`config.mk`:
```
export PLATFORM = sky130hd
export DESIGN_NAME = cmp_bist
export DESIGN_NICKNAME = d
export VERILOG_FILES = /design/src/rtl/cmp_bist_pkg.sv /design/src/rtl/cmp_bist_sweep.sv /design/src/rtl/cmp_bist.sv
export SDC_FILE = /design/constraint.sdc
export NUM_CORES = 1
export LEC_CHECK = 0
export BUFFER_PORTS_ARGS = -buffer_cell sky130_fd_sc_hd__buf_4
export CORE_UTILIZATION = 34
export CTS_BUF_LIST = sky130_fd_sc_hd__clkbuf_8
export CTS_CLUSTER_SIZE = 20
export DETAILED_ROUTE_END_ITERATION = 8
export PLACE_DENSITY = 0.53
export SYNTH_ARGS = -nofsm -noshare
export SYNTH_HDL_FRONTEND = slang
export SYNTH_SLANG_ARGS = --single-unit
```
`constraint.sdc`:
```
create_clock -name clk -period 2.4 [get_ports clk]
set_input_delay 0.36 -clock clk [delete_from_list [all_inputs] [get_ports clk]]
set_output_delay 0.36 -clock clk [all_outputs]
set_load 0.03 [all_outputs]
```
`src/rtl/cmp_bist_pkg.sv`:
```
// Shared types and constants for the comparator self-test sequencer.
// The settle counter is fixed at 4 bits, so SETTLE may be 1..15.
package cmp_bist_pkg;

  typedef enum logic [1:0] {
    ST_IDLE   = 2'd0,
    ST_SETTLE = 2'd1,
    ST_CHECK  = 2'd2,
    ST_DONE   = 2'd3
  } state_e;

  localparam int unsigned SETTLE_CNT_W = 4;

  // The counter runs from SETTLE-1 down to 0, which gives exactly SETTLE cycles.
  function automatic logic [SETTLE_CNT_W-1:0] settle_load(input int unsigned settle);
    return SETTLE_CNT_W'(settle - 1);
  endfunction

endpackage

```
`src/rtl/cmp_bist_sweep.sv`:
```
// Operand pair counter for the sweep. {a,b} steps as a single 2*WIDTH-bit
// count with b as the low part; last flags the all-ones pair.
module cmp_bist_sweep #(
  parameter int WIDTH = 2
) (
  input  logic             clk,
  input  logic             rst_n,
  input  logic             clr,
  input  logic             inc,
  output logic [WIDTH-1:0] a_out,
  output logic [WIDTH-1:0] b_out,
  output logic             last
);

  logic [2*WIDTH-1:0] pair_q;
  logic [2*WIDTH-1:0] pair_d;

  assign last  = &pair_q;
  assign a_out = pair_q[2*WIDTH-1:WIDTH];
  assign b_out = pair_q[WIDTH-1:0];

  // The count stops at the last pair; it never wraps back to (0,0).
  always_comb begin
    pair_d = pair_q;
    if (clr) begin
      pair_d = '0;
    end else if (inc && !last) begin
      pair_d = pair_q + (2*WIDTH)'(1);
    end
  end

  always_ff @(posedge clk or negedge rst_n) begin
    if (!rst_n) begin
      pair_q <= '0;
    end else begin
      pair_q <= pair_d;
    end
  end

endmodule

```
`src/rtl/cmp_bist.sv`:
```
// Self-test sequencer for a WIDTH-bit greater-than comparator: sweeps all
// operand pairs, counts gt mismatches and captures the first failing pair.
module cmp_bist
  import cmp_bist_pkg::*;
#(
  parameter int WIDTH  = 2,
  parameter int SETTLE = 1,
  parameter int ERR_W  = 8
) (
  input  logic             clk,
  input  logic             rst_n,
  input  logic             start,
  input  logic             gt_in,
  output logic [WIDTH-1:0] a_out,
  output logic [WIDTH-1:0] b_out,
  output logic             busy,
  output logic             done,
  output logic             pass,
  output logic [ERR_W-1:0] err_count,
  output logic             fail_valid,
  output logic [WIDTH-1:0] fail_a,
  output logic [WIDTH-1:0] fail_b
);

  state_e                  state_q, state_d;
  logic [SETTLE_CNT_W-1:0] cnt_q, cnt_d;
  logic                    busy_q, busy_d;
  logic                    done_q, done_d;
  logic                    pass_q, pass_d;
  logic [ERR_W-1:0]        err_q, err_d;
  logic                    fv_q, fv_d;
  logic [WIDTH-1:0]        fa_q, fa_d;
  logic [WIDTH-1:0]        fb_q, fb_d;

  logic sweep_clr;
  logic sweep_inc;
  logic last_pair;
  logic launch;
  logic check_en;
  logic exp_gt;
  logic mismatch;
  logic [ERR_W-1:0] err_inc;

  cmp_bist_sweep #(
    .WIDTH(WIDTH)
  ) u_sweep (
    .clk  (clk),
    .rst_n(rst_n),
    .clr  (sweep_clr),
    .inc  (sweep_inc),
    .a_out(a_out),
    .b_out(b_out),
    .last (last_pair)
  );

  // State register and result registers.
  always_ff @(posedge clk or negedge rst_n) begin
    if (!rst_n) begin
      state_q <= ST_IDLE;
      cnt_q   <= '0;
      busy_q  <= 1'b0;
      done_q  <= 1'b0;
      pass_q  <= 1'b0;
      err_q   <= '0;
      fv_q    <= 1'b0;
      fa_q    <= '0;
      fb_q    <= '0;
    end else begin
      state_q <= state_d;
      cnt_q   <= cnt_d;
      busy_q  <= busy_d;
      done_q  <= done_d;
      pass_q  <= pass_d;
      err_q   <= err_d;
      fv_q    <= fv_d;
      fa_q    <= fa_d;
      fb_q    <= fb_d;
    end
  end

  // Next-state logic.
  always_comb begin
    state_d = state_q;
    unique case (state_q)
      ST_IDLE, ST_DONE: if (start) state_d = ST_SETTLE;
      ST_SETTLE:        if (cnt_q == '0) state_d = ST_CHECK;
      ST_CHECK:         state_d = last_pair ? ST_DONE : ST_SETTLE;
      default:          state_d = ST_IDLE;
    endcase
  end

  // Control strobes decoded from the current state.
  always_comb begin
    launch    = 1'b0;
    check_en  = 1'b0;
    sweep_clr = 1'b0;
    sweep_inc = 1'b0;
    unique case (state_q)
      ST_IDLE, ST_DONE: begin
        launch    = start;
        sweep_clr = start;
      end
      ST_CHECK: begin
        check_en  = 1'b1;
        sweep_inc = !last_pair;
      end
      default: ;
    endcase
  end

  assign exp_gt   = (a_out > b_out);
  assign mismatch = check_en && (gt_in != exp_gt);
  assign err_inc  = (&err_q) ? err_q : err_q + ERR_W'(1);

  // Settle counter and result datapath.
  always_comb begin
    cnt_d  = cnt_q;
    busy_d = busy_q;
    done_d = done_q;
    pass_d = pass_q;
    err_d  = err_q;
    fv_d   = fv_q;
    fa_d   = fa_q;
    fb_d   = fb_q;
    if (launch) begin
      cnt_d  = settle_load(SETTLE);
      busy_d = 1'b1;
      done_d = 1'b0;
      pass_d = 1'b0;
      err_d  = '0;
      fv_d   = 1'b0;
      fa_d   = '0;
      fb_d   = '0;
    end else if (state_q == ST_SETTLE) begin
      if (cnt_q != '0) cnt_d = cnt_q - SETTLE_CNT_W'(1);
    end else if (check_en) begin
      if (mismatch) begin
        err_d = err_inc;
        if (!fv_q) begin
          fv_d = 1'b1;
          fa_d = a_out;
          fb_d = b_out;
        end
      end
      if (last_pair) begin
        busy_d = 1'b0;
        done_d = 1'b1;
        // Zero after the final check means no pair ever mismatched, since the count saturates.
        pass_d = (err_d == '0);
      end else begin
        cnt_d = settle_load(SETTLE);
      end
    end
  end

  assign busy       = busy_q;
  assign done       = done_q;
  assign pass       = pass_q;
  assign err_count  = err_q;
  assign fail_valid = fv_q;
  assign fail_a     = fa_q;
  assign fail_b     = fb_q;

endmodule

```
==> run_results.csv <==
group,metric,value,unit
route,postRouteWirelength,3.90,mm
global_route,grt_pass1_wl,6.75,mm
clocking,clkTransAtPathRegs,0.09,ns
route,postRouteAntennaNets,0,
synth,syn-num-nets,188,
route,wl_per_cell,14.9,um
power,power_frac_seq,0.317,
placement,port_buffers,23,
hold_path,min_from,"start",
placement,gp_congestion,0.857,
clocking,cts_made_buffers,3,
layout,n_antenna_cell,0,
route,drc_errors,0,
synth,synthFlopType,"dfrtp_1",
placement,place_inst,256,
timing,fmax,0.435,GHz
synth,synth_area_leaders,"dfrtp_1 41%, ha_1 7.1%, nand2_1 4.3%, o21ai_0 3.8%, nand4_1 3.6%",
power,power_density,936,nW/um2
synth,synth-seq-cells,26,
timing,fin_ws,0.0988,ns
layout,fin_util,0.454,
synth,yosysSeqAreaShare,0.411,
timing,timing.final.crit_share,0.959,
global_route,antenna_found_initial,0,
floorplanning,row_count,24,
synth,synth_edf_count,0,
timing,hold_viol,0,
layout,stdcell_count,262,
synth,yosysTopAreaCell,"dfrtp_1",
timing,finalMaxSlewViolations,0,
synth,yosysTopAreaCellShare,0.411,
global_route,first_global_vias,1402,
floorplanning,core,4410,um2
route,route.vias.total,1456,
floorplanning,die_h,70.3,um
floorplanning,start_util,0.359,
setup_path,critPathKind,"register to register",
setup_path,critPathMaxFanout,8,
timing,min_period,2.30,ns
clocking,cts.path.max_buffers,2,
power,leakage,0.929,nW
placement,dp_slack,0.0832,ns
power,pwr-share-clk,0.136,
global_route,grt_max_degree,27,
power,vdd_drop_max,436,uV
synth,yosysWarnings,0,
synth,syn-cell-area,1580,um2
placement,hpwl,2.86,mm
setup_path,end_kind,"register",
timing,setup-tns-final,0,ns
floorplanning,fp.dieArea,4940,um2
layout,nets,224,
setup_path,crit_start,"u_sweep.pair_q[1]$_DFFE_PN0P_",
timing,setup_viol,0,
route,dr.first_iter.drc_count,60,
layout,final_common_cell,"buf_4",
timing,fin_skew,0.00284,ns
clocking,insertion_delay,0.27,ns
power,combPwrFrac,0.547,
global_route,overflow,0,
run,drv_cap,0,
hold_path,min-delay-path-class,"primary input to register",
setup_path,required,2.57,ns
setup_path,rr_startpoint,"u_sweep.pair_q[1]$_DFFE_PN0P_",
setup_path,critPathArrivalTime,2.48,ns
layout,layout-drive-gt1-share,0.262,
layout,syn2layout_area_growth,26.5,%
synth,async_flop_share,1.00,
layout,layout_common_cells,"34 x buf_4, 24 x dfrtp_1, 18 x nand2_1",
power,p_sw,836,uW
timing,tightestPinTransition,0.504,ns
synth,synth_cells,175,
clocking,cts_tree,"yes",
synth,yosysUniqueCellTypes,42,
power,p_int,1.04,mW
synth,syn_area_per_cell,9.05,um2
status,status,"completed",
timing,slew_headroom,0.664,
route,via_per_inst,5.56,
floorplanning,ios,24,
clocking,cts_max_level,1,
setup_path,startpoint_type,"register",
clocking,cts_sinks,26,
clocking,clockRootBuffer,"clkbuf_8",
power,swShare,0.446,
floorplanning,die_width,70.3,um
global_route,grt.total_usage,0.170,
route,firstDrtPassIters,4,
## cell families (layout without fill, tap and decap cells)
| logic type | after synthesis | after routing | synth area share |
|---|---|---|---|
| adders and majority gates | 9 | 9 | 0.0711 |
| buffers and inverters | 16 | 51 | 0.0387 |
| AOI/OAI and AO/OA | 49 | 49 | 0.216 |
| DFF | 26 | 26 | 0.411 |
| and+or+nand+nor | 69 | 69 | 0.224 |
| xor gates and xnor gates | 2 | 2 | 0.0111 |
| muxes | 4 | 4 | 0.0292 |
## synth_stat cells (all sizes together) (2+ instances only)
cell type and n:
o21ai 13, o31ai 3, or3 2, a31oi 5, a21oi 11, ha 9, nor2 15, and4 3
mux2i 2, dfrtp 26, nand2 18, nand3 4, and3 3, mux2 2, inv 10, nand4 9
and2 4, nor3 4, a21bo 4, clkbuf 5, a21o 2, nand2b 3
## routing by layer
metal,track usage,vias to the layer above,routed length (um)
met4,0.0622,0,61
met3,0.0216,6,154
met2,0.274,36,1870
met5,0,-,0
met1,0.234,702,1820
li1,-,712,-
## sequential cells by signal, summed over array words and instances, names as in the netlist
name	count
busy	1
cnt_q	4
pass	1
fail_a	2
u_sweep.pair_q	4
fail_b	2
err_count	8
done	1
state_q	2
fail_valid	1
## timing repair
action	CTS	global route
resized for setup	0	8
buffers inserted	0	1
endpoints found under the setup margin	0	1
endpoints found under the hold margin	26	0
hold buffers	1	0
## final timing paths
| check | slack, ns | endpoint | cells after the start |
|---|---|---|---|
| hold reg to reg | 0.51 | fail_a[0]$_DFFE_PN0P_ | 1 |
| setup reg to reg | 0.1 | pass$_DFFE_PN0P_ | 9 |
| max in group asynchronous | 1.60 | u_sweep.pair_q[1]$_DFFE_PN0P_ | 2 |
| setup / recovery | 0.1 | pass$_DFFE_PN0P_ | 9 |
| min in group asynchronous | 0.53 | u_sweep.pair_q[0]$_DFFE_PN0P_ | 2 |
| hold / removal | 0.49 | state_q[0]$_DFFE_PN0P_ | 4 |
## cell type report
cell class	count	area, um2
tap	52	65.1
inverter	10	37.5
clock inverter	1	3.75
multi-input combinational	133	916
timing repair buffer	37	288
fill	423	2410
sequential	26	653
clock buffer	3	41.3
## power by group through the flow
stage	Sequential [mW]	Clock [mW]	Combinational, mW
floorplan	0.682	0	0.559
global placement	0.596	0	0.944
detailed placement	0.605	0	0.969
CTS	0.596	0.271	0.973
global route	0.610	0.290	1.14
finish	0.595	0.254	1.03
## critical path, cell delays in order, from the launching register on
cell and delay, ns:
dfrtp_2 0.37, inv_1 0.06, ha_4 0.28, nand2b_4 0.05
a221o_1 0.37, a21boi_4 0.27, buf_6 0.16, and3_4 0.18
o2111ai_2 0.10, o41ai_2 0.35
## per-stage QoR
stage | total power [mW] | hold WS [ns] | instance area (um2)
detailed placement | 1.57 | 0.294 | 1890
CTS | 1.84 | 0.489 | 1950
floorplan | 1.24 | 0.0644 | 1590
global route | 2.04 | 0.532 | 2000
finish | 1.88 | 0.492 | 2000
global placement | 1.54 | 0.290 | 1890
Note: power is estimated with default switching activity, not from simulation.
